`src/rtl/decode_stage_pkg.sv`:
```
// Shared RV32I decode definitions: encodings, the ID/EX bundle and the immediate extender.
package decode_stage_pkg;
  localparam int XLEN       = 32;
  localparam int REG_ADDR_W = 5;
  localparam int NUM_REGS   = 32;

  localparam logic [6:0] OP_LOAD   = 7'b0000011;
  localparam logic [6:0] OP_ITYPE  = 7'b0010011;
  localparam logic [6:0] OP_AUIPC  = 7'b0010111;
  localparam logic [6:0] OP_STORE  = 7'b0100011;
  localparam logic [6:0] OP_RTYPE  = 7'b0110011;
  localparam logic [6:0] OP_LUI    = 7'b0110111;
  localparam logic [6:0] OP_BRANCH = 7'b1100011;
  localparam logic [6:0] OP_JALR   = 7'b1100111;
  localparam logic [6:0] OP_JAL    = 7'b1101111;

  typedef enum logic [1:0] {IMM_I = 2'b00, IMM_S = 2'b01, IMM_B = 2'b10, IMM_J = 2'b11} imm_src_e;
  typedef enum logic [1:0] {RES_ALU = 2'b00, RES_MEM = 2'b01, RES_PC4 = 2'b10} result_src_e;
  typedef enum logic [2:0] {
    ALU_ADD = 3'b000, ALU_SUB = 3'b001, ALU_AND = 3'b010, ALU_OR  = 3'b011,
    ALU_XOR = 3'b100, ALU_SLT = 3'b101, ALU_SLL = 3'b110, ALU_SRL = 3'b111
  } alu_ctrl_e;

  typedef struct packed {
    logic                  reg_write;
    logic                  mem_write;
    logic                  branch;
    logic                  alu_src;
    logic [1:0]            result_src;
    logic [2:0]            alu_control;
    logic [XLEN-1:0]       rd1;
    logic [XLEN-1:0]       rd2;
    logic [XLEN-1:0]       imm_ext;
    logic [XLEN-1:0]       pc;
    logic [XLEN-1:0]       pc_plus4;
    logic [REG_ADDR_W-1:0] rd;
    logic [REG_ADDR_W-1:0] rs1;
    logic [REG_ADDR_W-1:0] rs2;
  } idex_t;

  // Opcode bits never contribute to the immediate, so only [31:7] is taken.
  function automatic logic [XLEN-1:0] imm_extend(input logic [31:7] i, input imm_src_e src);
    logic [XLEN-1:0] r;
    r = '0;
    case (src)
      IMM_I: r = {{20{i[31]}}, i[31:20]};
      IMM_S: r = {{20{i[31]}}, i[31:25], i[11:7]};
      IMM_B: r = {{20{i[31]}}, i[7], i[30:25], i[11:8], 1'b0};
      IMM_J: r = {{12{i[31]}}, i[19:12], i[20], i[30:21], 1'b0};
      default: r = '0;
    endcase
    return r;
  endfunction
endpackage

```
`src/rtl/decode_stage_if.sv`:
```
// Decode-stage bus: D-stage inputs, write-back port, hazard fields and ID/EX outputs.
interface decode_stage_if;
  import decode_stage_pkg::*;

  logic [XLEN-1:0]       InstrD, PCD, PCPlus4D;
  logic                  RegWriteD, MemWriteD, BranchD, ALUSrcD;
  logic [1:0]            ResultSrcD;
  logic [2:0]            ALUControlD;
  logic [1:0]            ImmSrcD;
  logic                  StallE, FlushE;
  logic                  RegWriteW;
  logic [REG_ADDR_W-1:0] RdW;
  logic [XLEN-1:0]       ResultW;

  logic [REG_ADDR_W-1:0] Rs1D, Rs2D;
  logic                  RegWriteE, MemWriteE, BranchE, ALUSrcE;
  logic [1:0]            ResultSrcE;
  logic [2:0]            ALUControlE;
  logic [XLEN-1:0]       RD1E, RD2E, ImmExtE, PCE, PCPlus4E;
  logic [REG_ADDR_W-1:0] RdE, Rs1E, Rs2E;

  modport master (
    output InstrD, PCD, PCPlus4D, RegWriteD, MemWriteD, BranchD, ALUSrcD,
           ResultSrcD, ALUControlD, ImmSrcD, StallE, FlushE, RegWriteW, RdW, ResultW,
    input  Rs1D, Rs2D, RegWriteE, MemWriteE, BranchE, ALUSrcE, ResultSrcE, ALUControlE,
           RD1E, RD2E, ImmExtE, PCE, PCPlus4E, RdE, Rs1E, Rs2E
  );

  modport slave (
    input  InstrD, PCD, PCPlus4D, RegWriteD, MemWriteD, BranchD, ALUSrcD,
           ResultSrcD, ALUControlD, ImmSrcD, StallE, FlushE, RegWriteW, RdW, ResultW,
    output Rs1D, Rs2D, RegWriteE, MemWriteE, BranchE, ALUSrcE, ResultSrcE, ALUControlE,
           RD1E, RD2E, ImmExtE, PCE, PCPlus4E, RdE, Rs1E, Rs2E
  );
endinterface

```
`src/rtl/decode_stage_register_file.sv`:
```
// 32x32 register file, two read ports, one write port; x0 hard-wired to zero.
module register_file
  import decode_stage_pkg::*;
(
  input  logic                  clk,
  input  logic                  rst_n,
  input  logic [REG_ADDR_W-1:0] ra1,
  input  logic [REG_ADDR_W-1:0] ra2,
  output logic [XLEN-1:0]       rd1,
  output logic [XLEN-1:0]       rd2,
  input  logic                  we,
  input  logic [REG_ADDR_W-1:0] wa,
  input  logic [XLEN-1:0]       wd
);
  // x0 has no storage; entries start at x1.
  logic [NUM_REGS-1:1][XLEN-1:0] regs_q, regs_d;
  logic wr_en;

  assign wr_en = we && (wa != '0);

  always_comb begin
    regs_d = regs_q;
    if (wr_en) regs_d[wa] = wd;
  end

  always_ff @(posedge clk or negedge rst_n) begin
    if (!rst_n) regs_q <= '0;
    else        regs_q <= regs_d;
  end

  // Write-through lets W hand its result to D in the same cycle.
  assign rd1 = (ra1 == '0)              ? '0 :
               (wr_en && (wa == ra1))   ? wd : regs_q[ra1];
  assign rd2 = (ra2 == '0)              ? '0 :
               (wr_en && (wa == ra2))   ? wd : regs_q[ra2];
endmodule

```
`src/rtl/decode_stage.sv`:
```
// RV32I decode stage: register read, immediate extend and the ID/EX pipeline register.
module decode_stage
  import decode_stage_pkg::*;
(
  input  logic         clk,
  input  logic         rst_n,
  decode_stage_if.slave bus
);
  logic [XLEN-1:0] rd1_d, rd2_d;
  idex_t           idex_load, idex_d, idex_q;

  assign bus.Rs1D = bus.InstrD[19:15];
  assign bus.Rs2D = bus.InstrD[24:20];

  register_file u_rf (
    .clk   (clk),
    .rst_n (rst_n),
    .ra1   (bus.Rs1D),
    .ra2   (bus.Rs2D),
    .rd1   (rd1_d),
    .rd2   (rd2_d),
    .we    (bus.RegWriteW),
    .wa    (bus.RdW),
    .wd    (bus.ResultW)
  );

  always_comb begin
    idex_load             = '0;
    idex_load.reg_write   = bus.RegWriteD;
    idex_load.mem_write   = bus.MemWriteD;
    idex_load.branch      = bus.BranchD;
    idex_load.alu_src     = bus.ALUSrcD;
    idex_load.result_src  = bus.ResultSrcD;
    idex_load.alu_control = bus.ALUControlD;
    idex_load.rd1         = rd1_d;
    idex_load.rd2         = rd2_d;
    idex_load.imm_ext     = imm_extend(bus.InstrD[31:7], imm_src_e'(bus.ImmSrcD));
    idex_load.pc          = bus.PCD;
    idex_load.pc_plus4    = bus.PCPlus4D;
    idex_load.rd          = bus.InstrD[11:7];
    idex_load.rs1         = bus.Rs1D;
    idex_load.rs2         = bus.Rs2D;
  end

  // Flush beats stall: a bubble is an all-zero bundle.
  always_comb begin
    idex_d = idex_load;
    if (bus.FlushE)      idex_d = '0;
    else if (bus.StallE) idex_d = idex_q;
  end

  always_ff @(posedge clk or negedge rst_n) begin
    if (!rst_n) idex_q <= '0;
    else        idex_q <= idex_d;
  end

  assign bus.RegWriteE   = idex_q.reg_write;
  assign bus.MemWriteE   = idex_q.mem_write;
  assign bus.BranchE     = idex_q.branch;
  assign bus.ALUSrcE     = idex_q.alu_src;
  assign bus.ResultSrcE  = idex_q.result_src;
  assign bus.ALUControlE = idex_q.alu_control;
  assign bus.RD1E        = idex_q.rd1;
  assign bus.RD2E        = idex_q.rd2;
  assign bus.ImmExtE     = idex_q.imm_ext;
  assign bus.PCE         = idex_q.pc;
  assign bus.PCPlus4E    = idex_q.pc_plus4;
  assign bus.RdE         = idex_q.rd;
  assign bus.Rs1E        = idex_q.rs1;
  assign bus.Rs2E        = idex_q.rs2;
endmodule

```
`src/flat_wrapper.sv`:
```
// flat-port wrapper written by rule: the top's interface ports become plain ports
module decode_stage_flat import decode_stage_pkg::*;
  (clk, rst_n, bus_InstrD, bus_PCD, bus_PCPlus4D, bus_RegWriteD, bus_MemWriteD, bus_BranchD, bus_ALUSrcD, bus_ResultSrcD, bus_ALUControlD, bus_ImmSrcD, bus_StallE, bus_FlushE, bus_RegWriteW, bus_RdW, bus_ResultW, bus_Rs1D, bus_Rs2D, bus_RegWriteE, bus_MemWriteE, bus_BranchE, bus_ALUSrcE, bus_ResultSrcE, bus_ALUControlE, bus_RD1E, bus_RD2E, bus_ImmExtE, bus_PCE, bus_PCPlus4E, bus_RdE, bus_Rs1E, bus_Rs2E);
  decode_stage_if bus_i ();
  input  logic clk;
  input  logic rst_n;
  input wire logic [$bits(bus_i.InstrD)-1:0] bus_InstrD;
  input wire logic [$bits(bus_i.PCD)-1:0] bus_PCD;
  input wire logic [$bits(bus_i.PCPlus4D)-1:0] bus_PCPlus4D;
  input wire logic [$bits(bus_i.RegWriteD)-1:0] bus_RegWriteD;
  input wire logic [$bits(bus_i.MemWriteD)-1:0] bus_MemWriteD;
  input wire logic [$bits(bus_i.BranchD)-1:0] bus_BranchD;
  input wire logic [$bits(bus_i.ALUSrcD)-1:0] bus_ALUSrcD;
  input wire logic [$bits(bus_i.ResultSrcD)-1:0] bus_ResultSrcD;
  input wire logic [$bits(bus_i.ALUControlD)-1:0] bus_ALUControlD;
  input wire logic [$bits(bus_i.ImmSrcD)-1:0] bus_ImmSrcD;
  input wire logic [$bits(bus_i.StallE)-1:0] bus_StallE;
  input wire logic [$bits(bus_i.FlushE)-1:0] bus_FlushE;
  input wire logic [$bits(bus_i.RegWriteW)-1:0] bus_RegWriteW;
  input wire logic [$bits(bus_i.RdW)-1:0] bus_RdW;
  input wire logic [$bits(bus_i.ResultW)-1:0] bus_ResultW;
  output wire logic [$bits(bus_i.Rs1D)-1:0] bus_Rs1D;
  output wire logic [$bits(bus_i.Rs2D)-1:0] bus_Rs2D;
  output wire logic [$bits(bus_i.RegWriteE)-1:0] bus_RegWriteE;
  output wire logic [$bits(bus_i.MemWriteE)-1:0] bus_MemWriteE;
  output wire logic [$bits(bus_i.BranchE)-1:0] bus_BranchE;
  output wire logic [$bits(bus_i.ALUSrcE)-1:0] bus_ALUSrcE;
  output wire logic [$bits(bus_i.ResultSrcE)-1:0] bus_ResultSrcE;
  output wire logic [$bits(bus_i.ALUControlE)-1:0] bus_ALUControlE;
  output wire logic [$bits(bus_i.RD1E)-1:0] bus_RD1E;
  output wire logic [$bits(bus_i.RD2E)-1:0] bus_RD2E;
  output wire logic [$bits(bus_i.ImmExtE)-1:0] bus_ImmExtE;
  output wire logic [$bits(bus_i.PCE)-1:0] bus_PCE;
  output wire logic [$bits(bus_i.PCPlus4E)-1:0] bus_PCPlus4E;
  output wire logic [$bits(bus_i.RdE)-1:0] bus_RdE;
  output wire logic [$bits(bus_i.Rs1E)-1:0] bus_Rs1E;
  output wire logic [$bits(bus_i.Rs2E)-1:0] bus_Rs2E;
  assign bus_i.InstrD = bus_InstrD;
  assign bus_i.PCD = bus_PCD;
  assign bus_i.PCPlus4D = bus_PCPlus4D;
  assign bus_i.RegWriteD = bus_RegWriteD;
  assign bus_i.MemWriteD = bus_MemWriteD;
  assign bus_i.BranchD = bus_BranchD;
  assign bus_i.ALUSrcD = bus_ALUSrcD;
  assign bus_i.ResultSrcD = bus_ResultSrcD;
  assign bus_i.ALUControlD = bus_ALUControlD;
  assign bus_i.ImmSrcD = bus_ImmSrcD;
  assign bus_i.StallE = bus_StallE;
  assign bus_i.FlushE = bus_FlushE;
  assign bus_i.RegWriteW = bus_RegWriteW;
  assign bus_i.RdW = bus_RdW;
  assign bus_i.ResultW = bus_ResultW;
  assign bus_Rs1D = bus_i.Rs1D;
  assign bus_Rs2D = bus_i.Rs2D;
  assign bus_RegWriteE = bus_i.RegWriteE;
  assign bus_MemWriteE = bus_i.MemWriteE;
  assign bus_BranchE = bus_i.BranchE;
  assign bus_ALUSrcE = bus_i.ALUSrcE;
  assign bus_ResultSrcE = bus_i.ResultSrcE;
  assign bus_ALUControlE = bus_i.ALUControlE;
  assign bus_RD1E = bus_i.RD1E;
  assign bus_RD2E = bus_i.RD2E;
  assign bus_ImmExtE = bus_i.ImmExtE;
  assign bus_PCE = bus_i.PCE;
  assign bus_PCPlus4E = bus_i.PCPlus4E;
  assign bus_RdE = bus_i.RdE;
  assign bus_Rs1E = bus_i.Rs1E;
  assign bus_Rs2E = bus_i.Rs2E;
  decode_stage u_core (.clk(clk), .rst_n(rst_n), .bus(bus_i));
endmodule
```
`config.mk`:
```
export PLATFORM = sky130hd
export DESIGN_NAME = decode_stage_flat
export DESIGN_NICKNAME = d
export VERILOG_FILES = /design/src/rtl/decode_stage_pkg.sv /design/src/rtl/decode_stage_if.sv /design/src/rtl/decode_stage_register_file.sv /design/src/rtl/decode_stage.sv /design/src/flat_wrapper.sv
export SDC_FILE = /design/constraint.sdc
export NUM_CORES = 2
export LEC_CHECK = 0
export ABC_AREA = 0
export CAP_MARGIN = 20
export CORE_UTILIZATION = 61
export DETAILED_ROUTE_END_ITERATION = 8
export PLACE_DENSITY = 0.86
export SLEW_MARGIN = 40
export SYNTH_ARGS = -nofsm -noshare
export SYNTH_HDL_FRONTEND = slang
export SYNTH_SLANG_ARGS = --single-unit
```
`constraint.sdc`:
```
create_clock -name clk -period 1.85 [get_ports clk]
set_input_delay 0.37 -clock clk [delete_from_list [all_inputs] [get_ports clk]]
set_output_delay 0.37 -clock clk [all_outputs]
set_load 0.05 [all_outputs]
```
* Word-level counts from Yosys, hierarchy flattened *
Cells that the tools add are included.

word-level totals
  register bits = 1176
  output and inout bits = 194
  logic and storage cells = 77

cells by class
  order comparisons = 4
  eq/ne operators = 6
  muxes and demuxes = 14
  reductions and logical operators = 8

operator list
  cell                  number
  $bwmux W992           1
  $mux W184             2
  $bmux W32 S5          2
  $mux W32              7
  $demux W32 S5         1
  $pmux W32 S4          1
  $lt A5 B6 Y1 const B  3
  $eq A5 B5 Y1          2
  $logic_not A5 Y1      2
  $ge A5 B1 Y1 const B  1
  $reduce_bool A5 Y1    1
  $eq A2 B2 Y1 const B  2
  $logic_and A1 B1 Y1   4
  $eq A2 B1 Y1 const B  1
  $logic_not A2 Y1      1
  $ne A2 B1 Y1 const B  1

* Longest topological paths before layout *
  word-level depth = 7
  depth in mapped cells = 10

* Cells and area by module *
Synthesis repeated with hierarchy kept, for this count alone.

second synthesis, totals
  cell total of the unflattened synthesis = 4214
  area total of the unflattened synthesis = 60601.9 um^2

by module, submodules not included
  module         times used  cells an instance  area an instance (um^2)  sequential area each (um^2)
  register_file  1           3600               53336.2                  24823.8
  decode_stage   1           614                7265.7                   4329.2

* Least setup slack after synthesis *
Ideal clock, no wire load.

  kind = input to register
  start = input port bus_InstrD[20]
  end = register u_core.idex_q (netlist bit u_core.bus.RD2E[28])
  library setup time = 0.134 ns
  data arrival time = 1.904 ns
  data required time = 1.716 ns
  path slack = -0.188 ns
  cell stages on the path = 8
  path buffers = 3
  path through = buf_6 -> buf_4 -> buf_2 -> mux4_2 -> a22oi_1 -> nand2_1 -> a32oi_1 -> o211ai_1

between the ends
  word-level cells in the longest chain between the ends = 6
  elaborated cells on any way between the ends = 9
  those cells by class = eq/ne: 1; mux: 6; reduce/logical: 2

RTL lines
  element                                                                line                              source
  start: declaration                                                     flat_wrapper.sv:7                 input wire logic [$bits(bus_i.InstrD)-1:0] bus_InstrD;
  $bmux W32 S5 or $eq A5 B5 Y1 (tied branches)                           decode_stage_register_file.sv:35  (wr_en && (wa == ra2)) ? wd : regs_q[ra2];
  $mux W32 (implied by the code) or $logic_and A1 B1 Y1 (tied branches)  decode_stage_register_file.sv:35
  $mux W32                                                               decode_stage_register_file.sv:35
  $mux W32 (*)                                                           decode_stage_register_file.sv:34  assign rd2 = (ra2 == '0) ? '0 :
  $mux W184 (*)                                                          decode_stage.sv:49                else if (bus.StallE) idex_d = idex_q;
  $mux W184 (*)                                                          decode_stage.sv:48                if (bus.FlushE) idex_d = '0;
  end signal: assignment                                                 decode_stage.sv:54                else idex_q <= idex_d;
  end: declaration                                                       decode_stage.sv:10                idex_t idex_load, idex_d, idex_q;

Every way passes the cells marked *; elsewhere a longest branch is shown, timed or not. The select of a mux whose other input is x is not followed.
A chain may end at the register's enable or synchronous reset.

* Final worst setup path *
  start = register u_core.idex_q (netlist bit u_core.bus.RD2E[2])
  end = output port bus_RD2E[2]

RTL lines
  element           line                source
  end: declaration  flat_wrapper.sv:31  output wire logic [$bits(bus_i.RD2E)-1:0] bus_RD2E;

No word-level cell between the ends.

==> out/metrics.csv <==
stage;metric;value;unit
route;wire_per_inst;34.4;um
critical_path;critPathTopFamily;flip-flops;
route;wl;224000;um
global_route;grt_max_degree;103;
synth;ys_seq_elements;1165;
cts;tritoncts.num_buffers;120;
synth;postSynth.asyncResetShare;100;%
timing;hold_viol;0;
critical_path;r2r_end;u_core.bus.RD2E[8];
critical_path;reg2reg_depth;5;
final_layout;finalInstanceArea;0.0748;mm^2
worst_hold_path;holdCritPathClass;in -> reg;
global_route;grt_first_pass_wirelength;329000;um
global_route;grt_pass1_vias;49800;
route;dr.pass1.iters;9;
timing;setup_viol;15;
route;vias;48200;
status;status;finished, violations left;
critical_path;crit_path_cell_trace;buf_4;
synth;syn-mean-instance-area;13.5;um^2
floorplan;die_y;318;um
route;first_iter_violations;7020;
cts;numClockSinks;1165;
synth;synth.largest_area_cell;dfrtp_1;
critical_path;cp_data_required_time;1480;ps
critical_path;critPathBufInv;1;
final_layout;syn_to_final_growth;22.8;%
synth;synthFlopType;dfrtp_1;
critical_path;crit_path_start;u_core.bus.RD2E[2];
place;gp_congestion;1.02;
synth;yosys.cell_types.count;59;
critical_path;reg2reg_slack;0;ps
synth;yosysMostFrequentCell;dfrtp_1;
floorplan;pin_count;343;
critical_path;cp.arrival;1510;ps
power_and_ir_drop;max-vdd-ir-drop;872;uV
cts;cts_tree;built;
global_route;grt.overflow.total;0;
floorplan;die_w;318;um
timing;fin_crit;1880;ps
cts;cts_root_buf;clkbuf_16;
timing;worst_slew_pin_slew;885;ps
route;ant_nets;0;
timing;max_freq;533;MHz
cts;cts_htree_levels;3;
timing;grt_setup_unrepaired;true;
power_and_ir_drop;leakagePower;33.5;nW
critical_path;cpMaxStageDelayCell;dfrtp_1;
floorplan;row_count;115;
critical_path;critPathMaxStageDelay;490;ps
synth;synth_top_cells_by_count;1165 x dfrtp_1, 1163 x mux2_2, 331 x mux4_2, 220 x mux2i_1, 212 x nor2_1;
final_layout;multi_input_area;0.0299;mm^2
floorplan;initial_core_util;61.7;%
synth;netlist_area;0.0609;mm^2
route;viasPerCell;7.42;
cts;worstSkewPairLatency;760;ps
critical_path;start_kind;register;
place;io_buffers;335;
synth;ys_seq_area_share;47.8;%
synth;yosys.area.top_type_share;47.8;%
timing;finalHoldWorstSlack;118;ps
synth;syn_nets;4647;
power_and_ir_drop;power.total;76.8;mW
timing;finClkSkew;39.5;ps
run;cap_violations;0;
synth;synth_edf_count;0;
synth;yosys_warnings;0;
synth;synth.area.top_cells;dfrtp_1 48%, mux2_2 21%, mux4_2 12%, mux2i_1 3.6%, a22oi_1 1.3%;
critical_path;critPathCapture;bus_RD2E[2];
cts;cts.clk_slew.worst_paths;60;ps
status;violations;negative setup slack;
timing;min_period_over_period;101;%
global_route;antenna_found_initial;9;
final_layout;nets;5244;
timing;slew_headroom;39.5;%
worst_hold_path;hp-start;bus_StallE;
floorplan;core_area;0.0987;mm^2
critical_path;critPathKind;reg -> out;
place;dpl_cell_area;0.0706;mm^2
synth;synth_cells;4498;
final_layout;fillCellCount;5568;
place;pre_cts_ws;-819;ps
final_layout;drive_above_1_share;50.3;%
place;hpwl;149000;um
timing;fin_ws;-26.0;ps
power_and_ir_drop;powerDensity;1030;mW/mm^2
timing;slew_violations;0;
floorplan;die-area;0.101;mm^2
route;route.detailed.drc;0;
global_route;grt_usage;44.2;%
critical_path;cp.depth;1;
critical_path;rr_startpoint;u_core.u_rf.regs_q[840];
critical_path;cp_max_fo;2;
cts;clk_path_buf_depth;3;
final_layout;seq_area;0.0292;mm^2
critical_path;cp-end-kind;primary output;
==> worst min path at each step <==
stage / endpoint / slack [ps] / cells after the start
finish: u_core.bus.Rs2E[1] / 120 / 4
floorplan: u_core.bus.ALUControlE[0] / 70 / 0
detailed placement: u_core.u_rf.regs_q[259] / 320 / 1
global route: u_core.bus.Rs2E[2] / 140 / 4
global placement: u_core.u_rf.regs_q[803] / 310 / 1
CTS: u_core.bus.Rs2E[1] / 110 / 4
==> kinds of logic (layout without fill, tap and decap cells) <==
group	Yosys count	in the layout	share of synthesized area [%]
xor gates and xnor gates	11	11	0.158
other	0	6	0
muxes	1714	1714	37.3
and+or+nand+nor	556	556	4.08
buffers and inverters	482	1182	3.78
AOI/OAI and AO/OA	570	570	6.81
DFF	1165	1165	47.8
==> power breakdown <==
group / internal (mW) / total [mW] / switching (mW)
combinational: 9.30 / 17.2 / 7.90
clock: 15.0 / 25.8 / 10.7
sequential: 30.0 / 33.8 / 3.83
total: 54.3 / 76.8 / 22.4
==> through the flow <==
| stage | utilization [%] | instances | setup TNS, ps |
|---|---|---|---|
| after floorplan | - | 4498 | -1740 |
| after global placement | 71.6 | 6258 | -558750 |
| after detailed placement | 71.6 | 6258 | -600480 |
| after CTS | 75.8 | 6484 | -246 |
| after global routing | 75.8 | 6485 | -565 |
| final | 75.8 | 6491 | -104 |
==> registers in the layout (all words and copies together), names as in the netlist, 2 cells and up <==
signal	cells
u_core.bus.ALUControlE	3
u_core.bus.ImmExtE	21
u_core.bus.PCE	32
u_core.bus.PCPlus4E	32
u_core.bus.RD1E	32
u_core.bus.RD2E	32
u_core.bus.RdE	5
u_core.bus.ResultSrcE	2
u_core.bus.Rs1E	5
u_core.bus.Rs2E	5
u_core.u_rf.regs_q	992
==> what timing repair did <==
item | CTS | global route
buffers inserted | 0 | 1
hold buffers | 1 | 0
setup endpoints to repair | 43 | 46
gates resized for setup | 73 | 42
endpoints found under the hold margin | 328 | 0
==> cells in the final DEF (no fill, tap or decap), drive strengths merged, types with 28 or more instances in the layout <==
cell type / count
mux4: 331
a211oi: 35
nor2b: 42
a22oi: 107
dfrtp: 1165
mux2i: 220
nor2: 212
clkdlybuf4s50: 127
nand3: 42
clkbuf: 184
o21ai: 56
o22ai: 78
mux2: 1163
a22o: 35
nand2: 180
a21oi: 61
a2111oi: 28
o311ai: 30
buf: 822
==> metal layers <==
layer	track usage, %	wire length, um
met5	0.851	239
met4	33.0	20400
met3	17.0	31300
met2	63.7	96200
met1	54.0	75400
==> layout make-up <==
type,instances,area share [%]
antenna,6,0.0201
clock buffer,184,4.87
clock inverter,41,0.721
inverter,5,0.0251
multi-input combinational,2851,39.9
sequential,1165,39.0
tap,1287,2.15
timing repair buffer,952,13.3
No activity file was read; power rests on OpenSTA's default activity.
